==> src/rtl/fp_exp_align.sv <==
// -----------------------------------------------------------------------------
// fp_exp_align
//
// Aligns two IEEE-754 single-precision operands for addition. The operand
// with the larger effective exponent supplies exp_big and mant_big. The other
// significand is shifted right one bit per clock until both exponents match.
// The shift distance is clamped to SHIFT_CAP bits.
//
// Configuration macro:
//   FP_ALIGN_STICKY_EN - when defined, the shifted-out bits are tracked as
//                        {guard, round, sticky} on grs. When undefined, they
//                        are discarded and grs is tied to 000. The port list
//                        and the latency are the same in both builds.
//
// Parameters:
//   SHIFT_CAP  - maximum alignment shift in bits (values below 512 supported)
//
// Ports:
//   clk        - clock; all state updates on the rising edge
//   rst_n      - synchronous reset, active low
//   in_valid   - an operand pair is present on a/b
//   in_ready   - high only while idle, i.e. when a pair can be accepted
//   a, b       - single-precision operands
//   out_valid  - the aligned result is valid; held until out_ready
//   out_ready  - the downstream stage takes the result
//   exp_big    - the larger effective exponent
//   mant_big   - the unshifted significand of the larger operand (hidden bit included)
//   mant_small - the right-aligned significand of the smaller operand
//   grs        - {guard, round, sticky} bits shifted out of mant_small
//   swap       - 1 when b supplied the larger exponent
// -----------------------------------------------------------------------------
module fp_exp_align #(
    parameter int SHIFT_CAP = 26
) (
    input  logic        clk,
    input  logic        rst_n,
    input  logic        in_valid,
    output logic        in_ready,
    input  logic [31:0] a,
    input  logic [31:0] b,
    output logic        out_valid,
    input  logic        out_ready,
    output logic [7:0]  exp_big,
    output logic [23:0] mant_big,
    output logic [23:0] mant_small,
    output logic [2:0]  grs,
    output logic        swap
);

    typedef enum logic [1:0] {
        IDLE  = 2'd0,
        SHIFT = 2'd1,
        DONE  = 2'd2
    } state_t;

    localparam logic [8:0] CAP_EXT = 9'(SHIFT_CAP);

    state_t state_reg;
    state_t state_next;

    logic [7:0]  exp_big_reg;
    logic [23:0] mant_big_reg;
    logic [23:0] mant_small_reg;
    logic        swap_reg;
    logic [8:0]  cnt_reg;

    // The sign bits play no part in alignment.
    logic unused_sign;
    assign unused_sign = a[31] ^ b[31];

    // Denormals (exponent field 0) have hidden bit 0 and effective exponent 1.
    // Exponent 255 needs no special case and is handled as an ordinary value.
    logic        hid_a;
    logic        hid_b;
    logic [7:0]  eff_exp_a;
    logic [7:0]  eff_exp_b;
    logic [23:0] mant_a;
    logic [23:0] mant_b;
    logic        b_gt;
    logic [8:0]  diff_ext;
    logic [8:0]  n_val;

    always_comb begin
        hid_a     = |a[30:23];
        hid_b     = |b[30:23];
        eff_exp_a = hid_a ? a[30:23] : 8'd1;
        eff_exp_b = hid_b ? b[30:23] : 8'd1;
        mant_a    = {hid_a, a[22:0]};
        mant_b    = {hid_b, b[22:0]};
        // Equal exponents keep a as the larger operand. The mantissas are not compared.
        b_gt      = eff_exp_b > eff_exp_a;
        diff_ext  = b_gt ? {1'b0, eff_exp_b - eff_exp_a} : {1'b0, eff_exp_a - eff_exp_b};
        // Beyond the cap every significand bit has already reached sticky,
        // so clamping the count does not change the result.
        n_val     = (diff_ext > CAP_EXT) ? CAP_EXT : diff_ext;
    end

    // ------------------------------------------------------------------
    // Control FSM
    // ------------------------------------------------------------------
    always_ff @(posedge clk) begin
        if (!rst_n) begin
            state_reg <= IDLE;
        end else begin
            state_reg <= state_next;
        end
    end

    always_comb begin
        state_next = state_reg;
        in_ready   = 1'b0;
        out_valid  = 1'b0;
        case (state_reg)
            IDLE: begin
                in_ready = 1'b1;
                if (in_valid) begin
                    state_next = (n_val == 9'd0) ? DONE : SHIFT;
                end
            end
            SHIFT: begin
                // The counter holds the shifts still to do, including this cycle's shift.
                if (cnt_reg <= 9'd1) begin
                    state_next = DONE;
                end
            end
            DONE: begin
                out_valid = 1'b1;
                if (out_ready) begin
                    state_next = IDLE;
                end
            end
            default: begin
                state_next = IDLE;
            end
        endcase
    end

    // ------------------------------------------------------------------
    // Datapath
    // ------------------------------------------------------------------
    always_ff @(posedge clk) begin
        if (!rst_n) begin
            exp_big_reg    <= 8'd0;
            mant_big_reg   <= 24'd0;
            mant_small_reg <= 24'd0;
            swap_reg       <= 1'b0;
            cnt_reg        <= 9'd0;
        end else begin
            case (state_reg)
                IDLE: begin
                    if (in_valid) begin
                        swap_reg       <= b_gt;
                        exp_big_reg    <= b_gt ? eff_exp_b : eff_exp_a;
                        mant_big_reg   <= b_gt ? mant_b : mant_a;
                        mant_small_reg <= b_gt ? mant_a : mant_b;
                        cnt_reg        <= n_val;
                    end
                end
                SHIFT: begin
                    mant_small_reg <= mant_small_reg >> 1;
                    cnt_reg        <= cnt_reg - 9'd1;
                end
                default: begin
                end
            endcase
        end
    end

`ifdef FP_ALIGN_STICKY_EN
    logic g_reg;
    logic r_reg;
    logic s_reg;

    always_ff @(posedge clk) begin
        if (!rst_n) begin
            g_reg <= 1'b0;
            r_reg <= 1'b0;
            s_reg <= 1'b0;
        end else begin
            case (state_reg)
                IDLE: begin
                    if (in_valid) begin
                        g_reg <= 1'b0;
                        r_reg <= 1'b0;
                        s_reg <= 1'b0;
                    end
                end
                SHIFT: begin
                    g_reg <= mant_small_reg[0];
                    r_reg <= g_reg;
                    s_reg <= r_reg | s_reg;
                end
                default: begin
                end
            endcase
        end
    end

    assign grs = {g_reg, r_reg, s_reg};
`else
    assign grs = 3'b000;
`endif

    assign exp_big    = exp_big_reg;
    assign mant_big   = mant_big_reg;
    assign mant_small = mant_small_reg;
    assign swap       = swap_reg;

endmodule

==> config.mk <==
export PLATFORM = sky130hd
export DESIGN_NAME = fp_exp_align
export DESIGN_NICKNAME = d
export VERILOG_FILES = /design/src/rtl/fp_exp_align.sv
export SDC_FILE = /design/constraint.sdc
export NUM_CORES = 1
export LEC_CHECK = 0
export ABC_AREA = 1
export BUFFER_PORTS_ARGS = -buffer_cell sky130_fd_sc_hd__buf_4
export CAP_MARGIN = 20
export CORE_MARGIN = 10
export CORE_UTILIZATION = 49
export CTS_BUF_LIST = sky130_fd_sc_hd__clkbuf_2 sky130_fd_sc_hd__clkbuf_4 sky130_fd_sc_hd__clkbuf_8
export DETAILED_ROUTE_END_ITERATION = 10
export PLACE_DENSITY = 0.8
export SLEW_MARGIN = 20
export SYNTH_ARGS = -nofsm -noshare
export SYNTH_HDL_FRONTEND = slang
export SYNTH_SLANG_ARGS = --single-unit
==> constraint.sdc <==
create_clock -name clk -period 2.6 [get_ports clk]
set_clock_uncertainty 0.1 [all_clocks]
set_input_delay 0.52 -clock clk [delete_from_list [all_inputs] [get_ports clk]]
set_output_delay 0.52 -clock clk [all_outputs]
set_load 0.1 [all_outputs]
# Word level (Yosys, flattened, before mapping)
# Cells that the tools add are included.
# totals
out_inout_bits	62
in_bits	68
register_bits	68
word_cells	43
# op_classes
add_sub_neg	3
muxes	18
reduce_logical	8
eq_ne	5
n_lt_le_gt_ge	3
# op_table
op	n
$mux 24	3
$pmux 24 s2	1
$mux 8	5
$pmux 9 s2	1
$reduce_or 8->1	2
$sub 8x8->8	2
$le 9x1->1 const B	1
$logic_not 9->1	1
$mux 9	1
$sub 9x1->9 const B	1
$gt 8x5->1 const B	1
$gt 8x8->1	1
$mux 2	4
$ne 2x2->1 const B	3
$pmux 2 s3	1
$reduce_and 2->1	2
$reduce_and 3->1	1
$eq 2x1->1 const B	1
$eq 2x2->1 const B	1
$logic_not 2->1	1
$mux 1	2
$reduce_bool 2->1	1

# Depth between registers and ports, before layout
# depth
depth_word	10
depth_mapped	22

# Worst setup path before layout
# Ideal clock, no wire load.
# synth_path
path_kind	register -> register
startpoint	register state_reg[0]
endpoint	register exp_big_reg[0] (netlist: exp_big[0])
path_slack_ps	-543
setup_ps	91
synth_period_minus_slack_ps	3143
path_stages_with_launch	7
arrival_time_ps	2952
t_required_ps	2409
path_buffers	1
path_cell_list	dfxtp_1 nor2_1 nand2_1 inv_2 clkbuf_1 o21ai_0 a311oi_1
# synth_between
elab_chain_cells	2
# synth_rtl
item	line	text
start, declared	58	state_t state_reg;
start signal, assigned	105	state_reg <= state_next;
$logic_not 2->1	149	case (state_reg)
$reduce_and 2->1 (no source line)	--	
end signal, assigned	153	exp_big_reg <= b_gt ? eff_exp_b : eff_exp_a;
end, declared	61	logic [7:0] exp_big_reg;
# Every way passes these cells.
# A chain may end at the register's enable or synchronous reset.

# Worst setup path in the final report
# layout_path
startpoint	input port a[23]
endpoint	register cnt_reg[1]
# layout_between
elab_chain_cells	8
word_cells_on_any_way	10
# layout_rtl
item	line	text
start, declared	39	input logic [31:0] a,
$reduce_or 8->1	84	hid_a = |a[30:23];
$mux 8 *	86	eff_exp_a = hid_a ? a[30:23] : 8'd1;
$sub 8x8->8 or $gt 8x8->1 (tied branches)	92, 91	
$mux 8 *	92	diff_ext = b_gt ? {1'b0, eff_exp_b - eff_exp_a} : {1'b0, eff_exp_a - eff_exp_b};
$gt 8x5->1	95	n_val = (diff_ext > CAP_EXT) ? CAP_EXT : diff_ext;
$mux 8 *	95	
$mux 9 *	151	if (in_valid) begin
$pmux 9 s2 *	149	
end signal, assigned	156	cnt_reg <= n_val;
end signal, assigned	161	cnt_reg <= cnt_reg - 9'd1;
end, declared	65	logic [8:0] cnt_reg;
# Mark *: on every way between the ends. The rest lies on a longest branch, timed or not. The select of a mux whose other input is x is not followed.

==> impl_metrics.py <==
metrics = {
    "run_status": {
        "status": "complete, but fails checks",
        "violations": "negative setup slack",
    },
    "sta": {
        "min_period_over_period_pct": 103,
        "hold_violations": 0,
        "tightest_slew_ns": 0.610,
        "rsz0062_at_grt": "yes",
        "relSlewSlack_pct": 59.3,
        "min_period_ns": 2.67,
        "finalHoldWorstSlack_ns": 0.353,
        "max_freq_ghz": 0.374,
        "setup_viol": 16,
        "drv_slew": 0,
        "fin_ws_ns": -0.0723,
    },
    "final_layout": {
        "final_common_cell": "nand2_1",
        "drive_above_1_share_pct": 33.5,
        "final_area_sq_mm": 0.00632,
        "layout.cells.most_common_list": "nand2_1, buf_4, inv_1",
        "n_antenna_cell": 0,
        "areaGrowthSynthToFinish_pct": 45.5,
        "post-route-util_pct": 72.8,
        "final_nets": 895,
    },
    "worst_setup_path": {
        "cp.required_ns": 2.72,
        "cp-end-kind": "flop",
        "crit_arrival_ns": 2.79,
        "cp_max_fo": 10,
        "startpoint": "a[23]",
        "critPathLaunchType": "input pin",
        "critPathKind": "input pin to flop",
        "r2r-start": "state_reg[0]",
    },
    "global_routing": {
        "overflow": 0,
        "grt_pass1_wl_um": 22500,
        "grt_pass1_vias": 4827,
        "grt_max_degree": 61,
        "grt_use_total_pct": 20.3,
        "antenna_found_initial": 0,
    },
    "floorplan": {
        "initial_core_util_pct": 50.0,
        "rows": 34,
        "ios": 130,
        "design.core.area_sq_mm": 0.00868,
        "dieArea_sq_mm": 0.0130,
        "die_w_um": 114,
        "die_h_um": 114,
    },
    "pwr": {
        "p_per_area_mw_per_mm2": 854,
        "power_leakage_nw": 3.01,
        "irDropWorstVdd_mv": 0.622,
        "power_mw": 5.39,
    },
    "yosys": {
        "synth-seq-cells": 68,
        "syn_inst": 662,
        "syn_area_sq_mm": 0.00434,
        "yosysUniqueCellTypes": 36,
        "synth.avg_cell_area_sq_um": 6.56,
        "synth_warnings": 0,
        "ys_seq_area_share_pct": 31.3,
    },
    "routing": {
        "drt_iter0_drc": 418,
        "ant_nets": 0,
        "drcViolationCount": 0,
        "wirelength_um": 14600,
        "firstDrtPassIters": 5,
        "avgViaCountPerCell": 5.46,
        "wl_per_cell_um": 15.8,
        "vias": 5033,
    },
    "job": {
        "maxCapViolations": 0,
    },
    "cts": {
        "htreeDepth": 3,
        "clk_pin_slew_ns": 0.07,
        "cts_root_buf": "clkbuf_8",
        "cts_made_buffers": 9,
        "clk-insertion-delay-late_ns": 0.35,
        "cts_sinks": 68,
        "cts_max_path_buffers": 2,
        "tritoncts": "done",
    },
    "placed_design": {
        "place_area_sq_mm": 0.00564,
        "place_hpwl_um": 10200,
        "numPortBuffers": 124,
        "gp_congestion": 0.994,
    },
    "hold_path": {
        "hp-class": "input pin to flop",
        "min_from": "rst_n",
    },
}
==> cell usage after synthesis, drive strengths merged <==
| library cell | n | share of area, % |
|---|---|---|
| nand4 | 6 | 0.86 |
| clkbuf | 35 | 3.0 |
| buf | 16 | 2.6 |
| ha | 17 | 4.9 |
| o311ai | 1 | 0.20 |
| inv | 92 | 8.0 |
| conb | 1 | 0.086 |
| nand3 | 18 | 2.3 |
| o211ai | 50 | 8.6 |
| o2111ai | 1 | 0.20 |
| o21ai | 17 | 2.1 |
| a21oi | 55 | 6.6 |
| nand2 | 216 | 19 |
| a31oi | 25 | 3.6 |
| fa | 2 | 0.92 |
| dfxtp | 68 | 31 |
| nor3 | 6 | 0.69 |
| a311oi | 2 | 0.40 |
| nand3b | 1 | 0.17 |
| nor2 | 18 | 1.9 |
| a211oi | 1 | 0.17 |
| a22oi | 1 | 0.17 |
| or2 | 1 | 0.14 |
| and2 | 1 | 0.14 |
| xor2 | 6 | 1.2 |
| nor4 | 5 | 0.72 |
==> stage by stage <==
step                cells  worst slack, ns  setup TNS, ns
floorplan             664           -0.129          -3.30
detailed placement    893           -0.512         -23.31
finish                921          -0.0723         -0.591
CTS                   911          -0.0677         -0.201
global route          921           -0.240          -6.98
global placement      893           -0.454         -20.25
==> layout make-up <==
cell class,instances,area [sq um]
Multi-Input combinational cell,453,2670
Inverter,92,345
Fill cell,631,2360
Timing Repair Buffer,184,1570
Tap cell,108,135
Clock buffer,11,151
Clock inverter,5,82.6
Sequential cell,68,1360
==> worst paths after layout <==
kind	to	slack [ns]	cells after the start
worst max-delay path	cnt_reg[1]	-0.07	19
worst min-delay path	cnt_reg[8]	0.35	3
worst max register to register	cnt_reg[5]	0.39	6
worst min register to register	cnt_reg[8]	0.36	1
==> routing by layer <==
layer / track usage (%) / wire length (um) / up-vias
met5: 0 / 0 / -
met4: 7.02 / 356 / 0
met3: 6.03 / 1150 / 32
met2: 33.8 / 7100 / 203
met1: 24.3 / 5980 / 2354
li1: - / - / 2444
==> where the power goes <==
part           switching [mW]  total [mW]  internal (mW)
clock network           0.418        1.01          0.596
registers               0.144        1.38           1.24
logic                    2.18        3.00          0.823
==> cell families after synthesis <==
family,synth area share [%]
other,0.0863
XOR/XNOR,1.21
buffers and inverters,13.6
AND/OR/NAND/NOR,25.8
flip-flops,31.3
AO/OA/AOI/OAI,22.1
adder cells (fa/ha/maj),5.82
==> repair_timing <==
item                                    CTS  global route
hold endpoints to repair                  0             0
hold buffers                              0             0
pin swaps                                20            28
buffers inserted                          3             7
gates resized for setup                  28            51
gates cloned                              0             4
endpoints found under the setup margin   27            63
==> critical path, stage by stage <==
cell,delay (ns)
buf_4,0.12
nor4_4,0.25
nand2_1,0.11
inv_2,0.07
nor2_2,0.04
buf_4,0.11
buf_4,0.13
ha_2,0.32
nand3_1,0.11
nor2_4,0.16
inv_2,0.09
nand2_8,0.12
nand3_2,0.09
nand2_2,0.10
nand2_2,0.07
nor2_4,0.14
nand3_1,0.09
nand2_1,0.08
a21oi_2,0.05
Note: power is estimated with default switching activity, not from simulation.
